File: config.mk
export PLATFORM = sky130hd
export DESIGN_NAME = tail_bit_reset_tx
export DESIGN_NICKNAME = d
export VERILOG_FILES = /design/src/rtl/router_pkg.sv /design/src/rtl/tail_bit_reset_tx_down_counter.sv /design/src/rtl/tail_bit_reset_tx.sv
export SDC_FILE = /design/constraint.sdc
export NUM_CORES = 1
export LEC_CHECK = 0
export ABC_CLOCK_PERIOD_IN_PS = 2600
export BUFFER_PORTS_ARGS = -buffer_cell sky130_fd_sc_hd__buf_4
export CELL_PAD_IN_SITES_DETAIL_PLACEMENT = 2
export CELL_PAD_IN_SITES_GLOBAL_PLACEMENT = 2
export CORE_UTILIZATION = 22
export DETAILED_ROUTE_END_ITERATION = 8
export PLACE_DENSITY_LB_ADDON = 0.1
export SLEW_MARGIN = 20
export SYNTH_ARGS = -nofsm -noshare
export SYNTH_HDL_FRONTEND = slang
export SYNTH_SLANG_ARGS = --single-unit
File: constraint.sdc
create_clock -name clk -period 2.6 [get_ports clk]
set_input_delay 0.26 -clock clk [delete_from_list [all_inputs] [get_ports clk]]
set_output_delay 0.26 -clock clk [all_outputs]
set_load 0.03 [all_outputs]
File: src/rtl/router_pkg.sv
// Shared definitions for the tail-bit reset transmitter: FSM state type,
// parameter defaults and a small helper for sizing the phase counter.
package router_pkg;

    typedef enum logic [1:0] {
        ST_PASS   = 2'd0,
        ST_DRAIN  = 2'd1,
        ST_ASSERT = 2'd2,
        ST_GUARD  = 2'd3
    } tbr_state_t;

    localparam int TBR_W_DEF            = 20;
    localparam int TBR_RX_N_DEF         = 3;
    localparam int TBR_HOLD_CYCLES_DEF  = 8;
    localparam int TBR_GUARD_CYCLES_DEF = 16;

    function automatic int tbr_max(input int a, input int b);
        return (a > b) ? a : b;
    endfunction

endpackage

File: src/rtl/tail_bit_reset_tx_down_counter.sv
// Loadable down counter that saturates at zero; used to time the ASSERT
// and GUARD phases of the tail-bit reset sequence.
module tbr_down_counter #(
    parameter int CW = 5
) (
    input  logic          clk,
    input  logic          srst,
    input  logic          load_i,
    input  logic [CW-1:0] load_val_i,
    input  logic          en_i,
    output logic          zero_o
);

    logic [CW-1:0] count_q;
    logic [CW-1:0] count_d;

    // Load wins over enable; decrement stops at zero so the count never wraps.
    always_comb begin
        count_d = count_q;
        if (load_i) begin
            count_d = load_val_i;
        end else if (en_i && (count_q != '0)) begin
            count_d = count_q - 1'b1;
        end
    end

    always_ff @(posedge clk) begin
        if (srst) begin
            count_q <= '0;
        end else begin
            count_q <= count_d;
        end
    end

    assign zero_o = (count_q == '0);

endmodule

File: src/rtl/tail_bit_reset_tx.sv
// Link transmitter that passes words through combinationally and, on request,
// resets the downstream board by holding the tail pin high, then idling quietly.
module tail_bit_reset_tx
    import router_pkg::*;
#(
    parameter int W            = TBR_W_DEF,
    parameter int RX_N         = TBR_RX_N_DEF,
    parameter int HOLD_CYCLES  = TBR_HOLD_CYCLES_DEF,
    parameter int GUARD_CYCLES = TBR_GUARD_CYCLES_DEF
) (
    input  logic         clk,
    input  logic         reset,
    input  logic         rst_req,
    input  logic [W-1:0] data_in,
    input  logic         data_tail,
    input  logic         data_valid,
    output logic         data_ready,
    output logic [W-1:0] link_data,
    output logic         link_tail,
    output logic         link_valid,
    input  logic         link_ready,
    output logic         busy,
    output logic         done
);

    localparam int CW = $clog2(tbr_max(HOLD_CYCLES, GUARD_CYCLES) + 1);
    localparam int RW = $clog2(RX_N + 1);

    localparam logic [CW-1:0] HOLD_LOAD  = CW'(HOLD_CYCLES - 1);
    localparam logic [CW-1:0] GUARD_LOAD = CW'(GUARD_CYCLES - 1);
    localparam logic [RW-1:0] RUN_LIMIT  = RW'(RX_N - 1);

    tbr_state_t    state_q, state_d;
    logic          in_pkt_q, in_pkt_d;
    logic          req_pend_q, req_pend_d;
    logic [RW-1:0] run_q, run_d;

    logic          cnt_load;
    logic [CW-1:0] cnt_val;
    logic          cnt_en;
    logic          cnt_zero;

    logic          bubble;
    logic          link_state;
    logic          passing;
    logic          lv;
    logic          rdy;
    logic          lt;
    logic          accept;

    // A forced low cycle after RX_N-1 tail highs keeps ordinary traffic from
    // ever looking like a reset command to the receiver.
    assign bubble     = (run_q == RUN_LIMIT);
    assign link_state = (state_q == ST_PASS) || (state_q == ST_DRAIN);
    assign passing    = (state_q == ST_PASS) || ((state_q == ST_DRAIN) && in_pkt_q);

    assign lv     = passing && data_valid && !bubble;
    assign rdy    = passing && link_ready && !bubble;
    assign lt     = (state_q == ST_ASSERT) || (data_tail && lv);
    assign accept = data_valid && rdy;

    assign link_data  = data_in;
    assign link_valid = !reset && lv;
    assign data_ready = !reset && rdy;
    assign link_tail  = !reset && lt;
    assign busy       = !reset && (state_q != ST_PASS);
    assign done       = !reset && (state_q == ST_GUARD) && cnt_zero;

    assign cnt_en = (state_q == ST_ASSERT) || (state_q == ST_GUARD);

    always_comb begin
        state_d    = state_q;
        in_pkt_d   = in_pkt_q;
        req_pend_d = req_pend_q;
        run_d      = '0;
        cnt_load   = 1'b0;
        cnt_val    = '0;

        if (accept) begin
            in_pkt_d = !data_tail;
        end
        if (link_state && lt) begin
            run_d = run_q + 1'b1;
        end

        case (state_q)
            ST_PASS: begin
                // A request colliding with a bubble is held over to the next cycle.
                if (rst_req || req_pend_q) begin
                    if (bubble) begin
                        req_pend_d = 1'b1;
                    end else begin
                        req_pend_d = 1'b0;
                        if (!in_pkt_q && !accept) begin
                            state_d  = ST_ASSERT;
                            cnt_load = 1'b1;
                            cnt_val  = HOLD_LOAD;
                        end else begin
                            state_d = ST_DRAIN;
                        end
                    end
                end
            end
            ST_DRAIN: begin
                if (!in_pkt_q || (accept && data_tail)) begin
                    state_d  = ST_ASSERT;
                    cnt_load = 1'b1;
                    cnt_val  = HOLD_LOAD;
                end
            end
            ST_ASSERT: begin
                if (cnt_zero) begin
                    state_d  = ST_GUARD;
                    cnt_load = 1'b1;
                    cnt_val  = GUARD_LOAD;
                end
            end
            ST_GUARD: begin
                if (cnt_zero) begin
                    state_d = ST_PASS;
                end
            end
            default: begin
                state_d = ST_PASS;
            end
        endcase
    end

    always_ff @(posedge clk) begin
        if (reset) begin
            state_q    <= ST_PASS;
            in_pkt_q   <= 1'b0;
            req_pend_q <= 1'b0;
            run_q      <= '0;
        end else begin
            state_q    <= state_d;
            in_pkt_q   <= in_pkt_d;
            req_pend_q <= req_pend_d;
            run_q      <= run_d;
        end
    end

    tbr_down_counter #(
        .CW(CW)
    ) u_phase_cnt (
        .clk        (clk),
        .srst       (reset),
        .load_i     (cnt_load),
        .load_val_i (cnt_val),
        .en_i       (cnt_en),
        .zero_o     (cnt_zero)
    );

endmodule

# == Word-level counts from Yosys, hierarchy flattened ==
# Index checks and enable logic that the tools add are counted.
# word_totals
register_bits,11
output_inout_bits,25
wordCells,75
# op_classes
addsub,2
n_eq_ne,9
n_mux,22
bitwise_logic,1
reduce_logical,36
# op_table
operator,count
1-bit logical AND,17
2-bit two-way mux,6
3-bit two-way mux,4
4-bit one-hot mux with 3 select lines,1
5-bit two-way mux,2
2-bit one-hot mux with 4 select lines,1
2-bit equality test (second input constant),3
1-bit logical OR,6
1-bit two-way mux,6
2-bit != test (second input constant),3
1-bit logical NOT,5
5-bit logical NOT,1
5-bit AND reduction,1
5-bit nonzero test,1
5-bit by 1-bit subtractor with 5-bit output (second input constant),1
4-bit two-way mux,1
2-bit by 1-bit != test with 1-bit output (second input constant),2
2-bit nonzero test,2
1-bit one-hot mux with 3 select lines,1
2-bit by 1-bit adder with 2-bit output (second input constant),1
2-bit by 1-bit equality test with 1-bit output (second input constant),1
2-bit logical NOT,1
2-bit AND reduction,1
2-bit OR reduction,1
1-bit NOT,1

# == Longest topological paths before layout ==
# Gate-level depths: netlist of the first run.
# depth
word_depth,13
ltp_mapped,7

# == By module ==
# A second synthesis of the first run with hierarchy kept.
# unflattened
hier_cells,117
hier_area_um2,943.4
# by_module_without_submodules
module,instances,cells_each,area_per_inst_um2,seq_area_each_um2
tail_bit_reset_tx,1,80,616.8,120.1
tbr_down_counter,1,37,326.6,100.1

# == Least setup slack after synthesis of the first run ==
# Ideal clock, no wire load.
# synth_timing
kind,reg-to-output
start,register u_phase_cnt.count_q[0]
end,output done
t_arrival_ns,1.837
slack_ns,0.503
stages_incl_launch_ff,6
cell_sequence,dfxtp_1 > inv_1 > ha_1 > or4b_1 > buf_2 > nor3b_1
# synth_via
elab_chain_len,2
# synth_lines
item,line,source
from (decl),tail_bit_reset_tx_down_counter.sv:14,logic [CW-1:0] count_q;
from (signal assigned),tail_bit_reset_tx_down_counter.sv:31,count_q <= count_d;
5-bit logical NOT,tail_bit_reset_tx_down_counter.sv:35,assign zero_o = (count_q == '0);
1-bit logical AND,tail_bit_reset_tx.sv:67,assign done = !reset && (state_q == ST_GUARD) && cnt_zero;
to (decl),tail_bit_reset_tx.sv:23,output logic done
# No other way between the ends.

# == Worst setup path in the final report of the first run ==
# layout_timing
start,register state_q[1]
end,output link_tail
# layout_via
elab_chain_len,8
word_cells_on_any_way,10
cone_classes,eq/ne (2); reduce/logical (8)
# layout_lines
item,line,source
from (decl),tail_bit_reset_tx.sv:33,"tbr_state_t state_q, state_d;"
from (signal assigned),tail_bit_reset_tx.sv:136,state_q <= state_d;
2-bit by 1-bit equality test with 1-bit output,tail_bit_reset_tx.sv:55,assign passing = (state_q == ST_PASS) || ((state_q == ST_DRAIN) && in_pkt_q);
1-bit logical AND,tail_bit_reset_tx.sv:55,
1-bit logical OR,tail_bit_reset_tx.sv:55,
1-bit logical AND (2 in series),tail_bit_reset_tx.sv:57,assign lv = passing && data_valid && !bubble;
1-bit logical AND,tail_bit_reset_tx.sv:59,assign lt = (state_q == ST_ASSERT) || (data_tail && lv);
1-bit logical OR (*),tail_bit_reset_tx.sv:59,
1-bit logical AND (*),tail_bit_reset_tx.sv:65,assign link_tail = !reset && lt;
to (decl),tail_bit_reset_tx.sv:19,"output logic link_tail,"
# Mark *: on every way between the ends. The rest lies on a longest branch, timed or not.

==> results.md, run 1 <==
- Switching Share: 0.433
- Synth unique cells: 35
- Synth-to-Final Area Change: 1.59%
- Initial antenna violation count: 0
- Worst Tran Pin Value: 509 ps
- Drt via density: 4.72
- Post-synth ARST share: 0
- DR pass1 iterations: 4
- Final setup TNS: 0 ps
- Commonest non-fill, non-tap cell in the layout: dfxtp_1
- Via Count: 670
- First-pass GRT wire length: 3.54 mm
- Layout cell share with drive strength beyond 1: 0.191
- Worst Skew: 11.8 ps
- # Post-CTS Setup Buffers: 0
- Post-Route WL: 2.09 mm
- Row count: 22
- CP delay by family, top: simple AND/OR/NAND/NOR gates
- Area of the multi-input gates: 452 sq um
- Power Dens Cells: 1180 nW/um^2
- Filler Cell Count: 435
- Combinational share of power: 0.554
- Fmax: 443 MHz
- Crit end category: primary output
- Core Util, Final: 0.236
- RD Place Congestion: 0.720
- Seq/Total Area, Yosys: 0.255
- Hold Path Class: in2reg
- CP max stage delay: 390 ps
- Sequential standard cell area: 220 sq um
- Share of power burned in registers: 0.267
- I/O pins: 51
- Sw power: 447 uW
- Core area: 3720 sq um
- GRT Total Usage: 0.114
- Critical Path RT: 2340 ps
- Critical Path Most Common Cell: a21oi_1
- Later-pin clock latency in the skew report: 250 ps
- Buffers on Ports: 10
- Final Power: 1030 uW
- Reg clk slew, reported paths: 60 ps
- Vias in the first global route: 709
- Cts bufs inserted: 3
- Die area: 4180 sq um
- MaxCap Viol Count: 0
- Critical path origin: state_q[1]
- Die Wd: 64.7 microns
- RSZ-0062 raised after global routing: no
- Average cell area after synthesis: 8.31 sq um
- Most frequent cells in the layout: dfxtp_1 (11), buf_4 (10), inv_1 (7), ha_1 (7)
- Gr ovfl total: 0
- Cells after Synth: 104
- Root buf cell: clkbuf_8
- Post-DP HPWL: 1.59 mm
- CP Launch Type: register
- Tmin final: 2260 ps
- Peak supply drop: 0.288 mV
- DR WL/cell: 14.7 microns
- H-tree depth: 1
- Post-Syn Area: 865 sq um
- Initial Util: 0.233
- Cell Area, Placed: 833 sq um
- Largest net degree at the start of global routing: 18
- Arr. time, crit path: 2000 ps
- Nets: 128
- Status: finished, final reports clean
- Die height: 64.7 microns
- Final ANT Viol Nets: 0
- Hold_buf cts: 0
- Leakage: 0.000345 uW
- Slew HR: 0.661
- Synthesized flop and latch total: 11
- EDFF count, synth: 0
- Sink Count: 11
- Worst-path maximum fanout: 7
- Syn. warnings: 0
- Fin crit share: 0.868
- Post-route cell area: 878 sq um
- Synth Net Count: 137
- Drt drc: 0
- Buffer depth of the longest clock path: 2
- Main synth FF type: dfxtp_1
- Buffer and inverter count on the worst path: 2
- CP max-delay cell: nor3b_1
- Clk pwr share: 0.178
- Internal power: 585 uW
- Hold path start: data_tail
- Worst R2R Start: u_phase_cnt.count_q[0]
- Iter 0 DRT Violations: 13
- CTS tree: done
- Hold Fails Final Rpt: 0
- Antenna fix cells: 0
- Slew Viols, Final: 0
- Critical path class: reg2out
- Critical Path, Cell by Cell: inv_1 -> ha_1 -> a21oi_1 -> nor3b_1 -> a21oi_1 -> nor2_1 -> buf_4
- CTS resizes: 0
- Final setup viols: 0
[layout make-up]
| type | count | share of cell area |
|---|---|---|
| Clock buffer | 4 | 0.0513 |
| Timing Repair Buffer | 10 | 0.0855 |
| Tap cell | 48 | 0.0684 |
| Multi-Input combinational cell | 62 | 0.514 |
| Sequential cell | 11 | 0.251 |
| Inverter | 7 | 0.0299 |
[cells in the mapped netlist, drive strengths merged (3+ instances only)]
| library cell | count | area (sq um) |
|---|---|---|
| buf | 21 | 155 |
| nor2 | 5 | 18.8 |
| o21ai | 4 | 20.0 |
| ha | 7 | 87.6 |
| clkbuf | 3 | 11.3 |
| nand3 | 4 | 20.0 |
| a21oi | 5 | 25.0 |
| inv | 7 | 26.3 |
| nor2b | 3 | 26.3 |
| nand2 | 3 | 11.3 |
| dfxtp | 11 | 220 |
| nor3 | 3 | 15.0 |
[state kept, by name (all words and copies together), names as in the netlist]
register and flops:
run_q 2, req_pend_q 1, u_phase_cnt.count_q 5, in_pkt_q 1, state_q 2
[per-layer routing]
| metal | track usage | wire length, microns | vias up |
|---|---|---|---|
| met5 | 0 | 0 | - |
| met4 | 0.0806 | 78 | 0 |
| met3 | 0.0282 | 84 | 19 |
| met2 | 0.168 | 916 | 16 |
| met1 | 0.143 | 1010 | 316 |
| li1 | - | - | 319 |
[final timing paths]
path	endpoint	depth (start not counted)	slack, ps
max	link_tail	7	340
max reg2reg	state_q[0]	6	450
min reg2reg	run_q[0]	1	440
min	in_pkt_q	2	230
[kinds of logic after synthesis]
family	share of synthesized area
muxes	0.0232
buffers and inverters	0.223
xor gates and xnor gates	0.0304
and+or+nand+nor	0.229
adders and majority gates	0.101
DFF	0.255
AOI/OAI and AO/OA	0.139
[power groups by stage]
stage | logic [uW] | clock network (uW) | registers (uW)
after CTS | 586 | 192 | 276
after detailed placement | 582 | 0 | 280
after global routing | 646 | 204 | 287
after floorplan | 504 | 0 | 266
after global placement | 567 | 0 | 282
final | 572 | 184 | 276
[stage by stage]
step	hold slack (ps)	setup slack, ps	std cells
final	228	344	142
after global routing	219	161	142
after CTS	226	341	142
after detailed placement	442	442	138
after global placement	411	532	138
after floorplan	370	503	104
Power figures use the tool's default switching activity.
==> run 2, diff against run 1 <==
Settings changed: CORE_UTILIZATION 22 to 23, CTS_BUF_LIST from default to sky130_fd_sc_hd__clkbuf_2 sky130_fd_sc_hd__clkbuf_4 sky130_fd_sc_hd__clkbuf_8, TNS_END_PERCENT from default to 30.
==> results.md, run 2 (synthesis results as in run 1) <==
- Sink Count: 11 (unchanged)
- Cts bufs inserted: 3 (unchanged)
- Root buf cell: clkbuf_8
- Slew HR: 0.600 (-0.0612)
- DR WL/cell: 15.3 microns (+4.1%)
- Top flop regs: u_phase_cnt.count_q x5, run_q x2, state_q x2
- Hold Path Class: in2reg
- Gr ovfl total: 0 (unchanged)
- Reg2Reg Setup Slack: 400 ps (-50 ps)
- Reg clk slew, reported paths: 60 ps (about the same)
- Dpl ws: 392 ps (-49.2 ps)
- CP delay by family, top: simple AND/OR/NAND/NOR gates
- Worst-path maximum fanout: 6 (-1)
- Post-route cell area: 887 sq um (+1.0%)
- Critical Path Stages: 6 (-1)
- RD Place Congestion: 0.687 (-4.6%)
- Max reg flops: 5 (unchanged)
- Cell Area, Placed: 838 sq um (+0.60%)
- Worst Tran Pin Value: 601 ps (+91.8 ps)
- MaxCap Viol Count: 0 (unchanged)
- CP max-delay cell: a222oi_1
- Critical path class: reg2reg
- GRT Total Usage: 0.121 (+0.00720)
- Hold_buf cts: 0 (unchanged)
- Largest net degree at the start of global routing: 18 (unchanged)
- Final ANT Viol Nets: 0 (unchanged)
- Critical path origin: u_phase_cnt.count_q[0]
- Power Dens Cells: 1200 nW/um^2 (+2.1%)
- Buffer depth of the longest clock path: 2 (unchanged)
- DR pass1 iterations: 4 (unchanged)
- Worst R2R Start: u_phase_cnt.count_q[0]
- Initial Util: 0.249 (+0.0166)
- Buffer and inverter count on the worst path: 1 (-1)
- Initial antenna violation count: 0 (unchanged)
- Synth-to-Final Area Change: 2.60%
- CTS tree: done
- Critical Path, Cell by Cell: inv_1 -> ha_1 -> or4b_1 -> a222oi_1 -> mux2i_1 -> nor2b_4
- Critical Path RT: 2790 ps (+450 ps)
- Drt via density: 4.79 (+1.6%)
- Antenna fix cells: 0 (unchanged)
- Worst setup endpoint: state_q[0]
- Worst Skew: 4.73 ps (-7.06 ps)
- Later-pin clock latency in the skew report: 240 ps (about the same)
- First-pass GRT wire length: 3.65 mm (+3.1%)
- Final setup TNS: 0 ps (unchanged)
- Reg2Reg Capture Point: state_q[0]
- Peak supply drop: 0.279 mV (-3.3%)
- Tmin final: 2200 ps (-57.5 ps)
- Drt drc: 0 (unchanged)
- Hold Fails Final Rpt: 0 (unchanged)
- Buffers on Ports: 10 (unchanged)
- # Post-CTS Setup Buffers: 0 (unchanged)
- RSZ-0062 raised after global routing: no
- CTS resizes: 0 (unchanged)
- Layout cell share with drive strength beyond 1: 0.211 (+0.0190)
- Iter 0 DRT Violations: 18 (+5)
- CP Launch Type: register
- Via Count: 676 (+0.90%)
- Final Power: 1060 uW (+3.1%)
- Die area: 4010 sq um (-4.2%)
- Most frequent cells in the layout: dfxtp_1 (11), buf_4 (11), inv_1 (7), ha_1 (7)
- Biggest register: u_phase_cnt.count_q
- I/O pins: 51 (unchanged)
- Die Wd: 63.3 microns (-2.1%)
- Post-DP HPWL: 1.64 mm (+3.0%)
- Nets: 129 (+0.78%)
- Crit end category: register
- Filler Cell Count: 413 (-5.1%)
- Die height: 63.3 microns (-2.1%)
- Final setup viols: 0 (unchanged)
- Fmax: 455 MHz (+2.6%)
- Core area: 3470 sq um (-6.7%)
- R2R cell count: 6 (unchanged)
- Setup ws final: 401 ps (+57.5 ps)
- Slew Viols, Final: 0 (unchanged)
- Arr. time, crit path: 2390 ps (+390 ps)
- Post-Route WL: 2.16 mm (+3.4%)
- Status: finished, final reports clean
- Vias in the first global route: 689 (-2.8%)
- H-tree depth: 1 (unchanged)
- Row count: 21 (-4.5%)
- Leakage: 0.000353 uW (+2.3%)
- CP max stage delay: 610 ps (+220 ps)
- Fin crit share: 0.846 (-0.0221)
[run 2: changes by cell type in the layout (fill, tap and decap cells not counted), sizes merged]
| cell | before | now |
|---|---|---|
| buf | 10 | 11 |
[run 2: power by group]
group	leakage (uW)	internal (uW)	total, uW	switching [uW]
registers	0.0000905	225	278	52.9
logic	0.000237	261	593	331
clock network	0.0000262	119	194	75.0
total	0.000353	605	1060	459
[run 2: cell type report]
type | instances | area (sq um) | area share
clock buffers | 4 | 48.8 | 0.0550
inverters | 7 | 26.3 | 0.0296
multi-input cells | 62 | 452 | 0.509
well taps | 46 | 57.6 | 0.0649
repair buffers | 11 | 82.6 | 0.0931
flip-flops and latches | 11 | 220 | 0.248
[run 2: per-stage QoR]
step,std cells,hold WS (ps),utilization
2_1_floorplan,104,370,-
3_3_place_gp,137,417,0.242
3_5_place_dp,137,418,0.242
4_1_cts,141,236,0.256
5_1_grt,141,234,0.256
6_report,141,242,0.256
[run 2: routing by layer]
metal	vias up	global-route usage	routed length, microns
met3	16	0.0399	113
met2	20	0.176	919
li1	320	-	-
met5	-	0	0
met4	0	0.0682	59
met1	320	0.155	1070
[run 2: how the worst min path moves through the flow]
stage          startpoint        to  slack [ps]  cells after the start
6_report        data_tail  in_pkt_q         240                      2
4_1_cts         data_tail  in_pkt_q         240                      2
2_1_floorplan  link_ready  in_pkt_q         370                      1
5_1_grt         data_tail  in_pkt_q         230                      2
3_3_place_gp     run_q[0]  run_q[0]         420                      1
3_5_place_dp     run_q[0]  run_q[0]         420                      1
==> run 3, diff against run 2 <==
Settings changed: ABC_CLOCK_PERIOD_IN_PS 2600 to 1870, CORE_UTILIZATION 23 to 21.
Clock period 2.6 ns to 1.87 ns, I/O delays scaled along.
==> results.md, run 3 (synthesis results as in run 1) <==
- Status: complete, but fails checks
- Violated checks: negative setup slack
- Arr. time, crit path: 2070 ps (-320 ps)
- CP max stage delay: 460 ps (-150 ps)
- Min-Delay Endpoint: in_pkt_q
- Iter 0 DRT Violations: 9 (-9)
- Nets: 140 (+8.5%)
- Hold Path Class: in2reg
- Core area: 3800 sq um (+9.5%)
- CTS tree: done
- Hold Fails Final Rpt: 0 (unchanged)
- Leakage: 0.000416 uW (+18%)
- Cell Area, Placed: 906 sq um (+8.1%)
- DR pass1 iterations: 4 (unchanged)
- Filler Cell Count: 444 (+7.5%)
- Commonest non-fill, non-tap cell in the layout: buf_4
- Top flop regs: u_phase_cnt.count_q x5, run_q x2, state_q x2
- Worst Tran Pin Value: 318 ps (-283 ps)
- Root buf cell: clkbuf_8
- Later-pin clock latency in the skew report: 250 ps (about the same)
- Drt via density: 4.64 (-3.2%)
- Power Dens Cells: 1760 nW/um^2 (+47%)
- Worst-path maximum fanout: 3 (-3)
- Drt drc: 0 (unchanged)
- Row count: 22 (+4.8%)
- CP Launch Type: register
- RSZ-0062 raised after global routing: yes
- Initial Util: 0.228 (-0.0217)
- Reg clk slew, reported paths: 60 ps (about the same)
- Post-Route WL: 2.36 mm (+9.2%)
- Biggest register: u_phase_cnt.count_q
- Tmin final: 1890 ps (-310 ps)
- Reg2Reg Setup Slack: -20 ps (-420 ps)
- DR WL/cell: 15.3 microns (about the same)
- Crit end category: register
- Critical Path RT: 2050 ps (-740 ps)
- Die height: 66.2 microns (+4.5%)
- R2R cell count: 7 (+1)
- Die area: 4380 sq um (+9.2%)
- Max reg flops: 5 (unchanged)
- First-pass GRT wire length: 3.86 mm (+5.9%)
- Critical path class: reg2reg
- Sink Count: 11 (unchanged)
- I/O pins: 51 (unchanged)
- Critical path origin: u_phase_cnt.count_q[1]
- Antenna fix cells: 0 (unchanged)
- Initial antenna violation count: 0 (unchanged)
- Setup ws final: -18.6 ps (-420 ps)
- MaxCap Viol Count: 0 (unchanged)
- Largest net degree at the start of global routing: 18 (unchanged)
- Peak supply drop: 0.528 mV (+90%)
- Hold path depth: 2 (unchanged)
- Slew HR: 0.785 (+0.186)
- Worst R2R Start: u_phase_cnt.count_q[1]
- Die Wd: 66.2 microns (+4.5%)
- Vias in the first global route: 768 (+11%)
- Buffers on Ports: 10 (unchanged)
- Gr ovfl total: 0 (unchanged)
- Hold slack: 174 ps (-67.6 ps)
- Synth-to-Final Area Change: 21.6%
- Layout cell share with drive strength beyond 1: 0.453 (+0.242)
- Post-DP HPWL: 1.78 mm (+8.5%)
- CP max-delay cell: or4b_4
- Slew Viols, Final: 0 (unchanged)
- Hold path start: data_tail
- Fmax: 529 MHz (+16%)
- Fin crit share: 1.01 (+0.164)
- Via Count: 715 (+5.8%)
- Cts bufs inserted: 3 (unchanged)
- Buffer depth of the longest clock path: 2 (unchanged)
- H-tree depth: 1 (unchanged)
- RD Place Congestion: 0.789 (+15%)
- Reg2Reg Capture Point: state_q[0]
- Worst Skew: 6.48 ps (+1.75 ps)
- Final ANT Viol Nets: 0 (unchanged)
- Final setup viols: 1 (+1)
- Most frequent cells in the layout: buf_4 (21), dfxtp_1 (7), nor2_1 (5)
- Post-route cell area: 1050 sq um (+18%)
- GRT Total Usage: 0.120 (-0.00117)
- Critical Path, Cell by Cell: inv_2 -> ha_4 -> or4b_4 -> a222oi_1 -> buf_4 -> mux2i_2 -> nor2b_4
run 3: cell types whose count changed in the layout (fill, tap and decap cells not counted), sizes merged:
| cell | before | now |
|---|---|---|
| buf | 11 | 22 |
run 3: layer usage:
| layer | share of wire | global-route usage |
|---|---|---|
| met1 | 0.47 | 0.158 |
| met2 | 0.45 | 0.184 |
| met3 | 0.056 | 0.0224 |
| met4 | 0.022 | 0.0612 |
| met5 | 0 | 0 |
run 3: per-stage QoR:
step                 util  worst slack [ps]  total power [uW]  cells  TNS (ps)
floorplan               -             -95.9              1070    104      -236
global placement    0.238              22.1              1340    147         0
detailed placement  0.238             -53.4              1360    147     -53.4
CTS                 0.266             -38.2              1780    152     -71.6
global route        0.277              -110              2010    154      -224
finish              0.277             -18.6              1850    154     -18.6
run 3: worst max-delay path: cells and delay by family (launching register included):
family	cells	cell delay (ps)
DFF	1	330
AOI/OAI and AO/OA	1	310
muxes	1	210
adders and majority gates	1	120
and+or+nand+nor	2	610
buffers and inverters	2	240
run 3: repair_timing:
item                       4_1_cts  5_1_grt
hold buffers                     0        0
pin swaps                        2        3
setup endpoints to repair        5        8
buffers inserted                 1        2
gates resized for setup         13       10
run 3: worst max path at each step:
stage | endpoint | slack [ps] | cells after the start
floorplan | state_q[0] | -100 | 7
global placement | state_q[0] | 20 | 7
detailed placement | state_q[0] | -50 | 7
CTS | state_q[0] | -40 | 7
global route | state_q[0] | -110 | 7
finish | state_q[0] | -20 | 7
run 3: where the power goes:
part,internal (uW),switching (uW),leakage (uW),total [uW]
sequential,327,80.8,0.0000918,408
clock,165,102,0.0000262,267
combinational,609,564,0.000298,1170
total,1100,747,0.000416,1850
run 3: cell type report:
type | count | area, sq um | share of cell area
Multi-Input combinational cell | 62 | 514 | 0.489
Sequential cell | 11 | 228 | 0.217
Inverter | 7 | 31.3 | 0.0298
Tap cell | 48 | 60.1 | 0.0571
Clock buffer | 4 | 48.8 | 0.0464
Timing Repair Buffer | 22 | 169 | 0.161
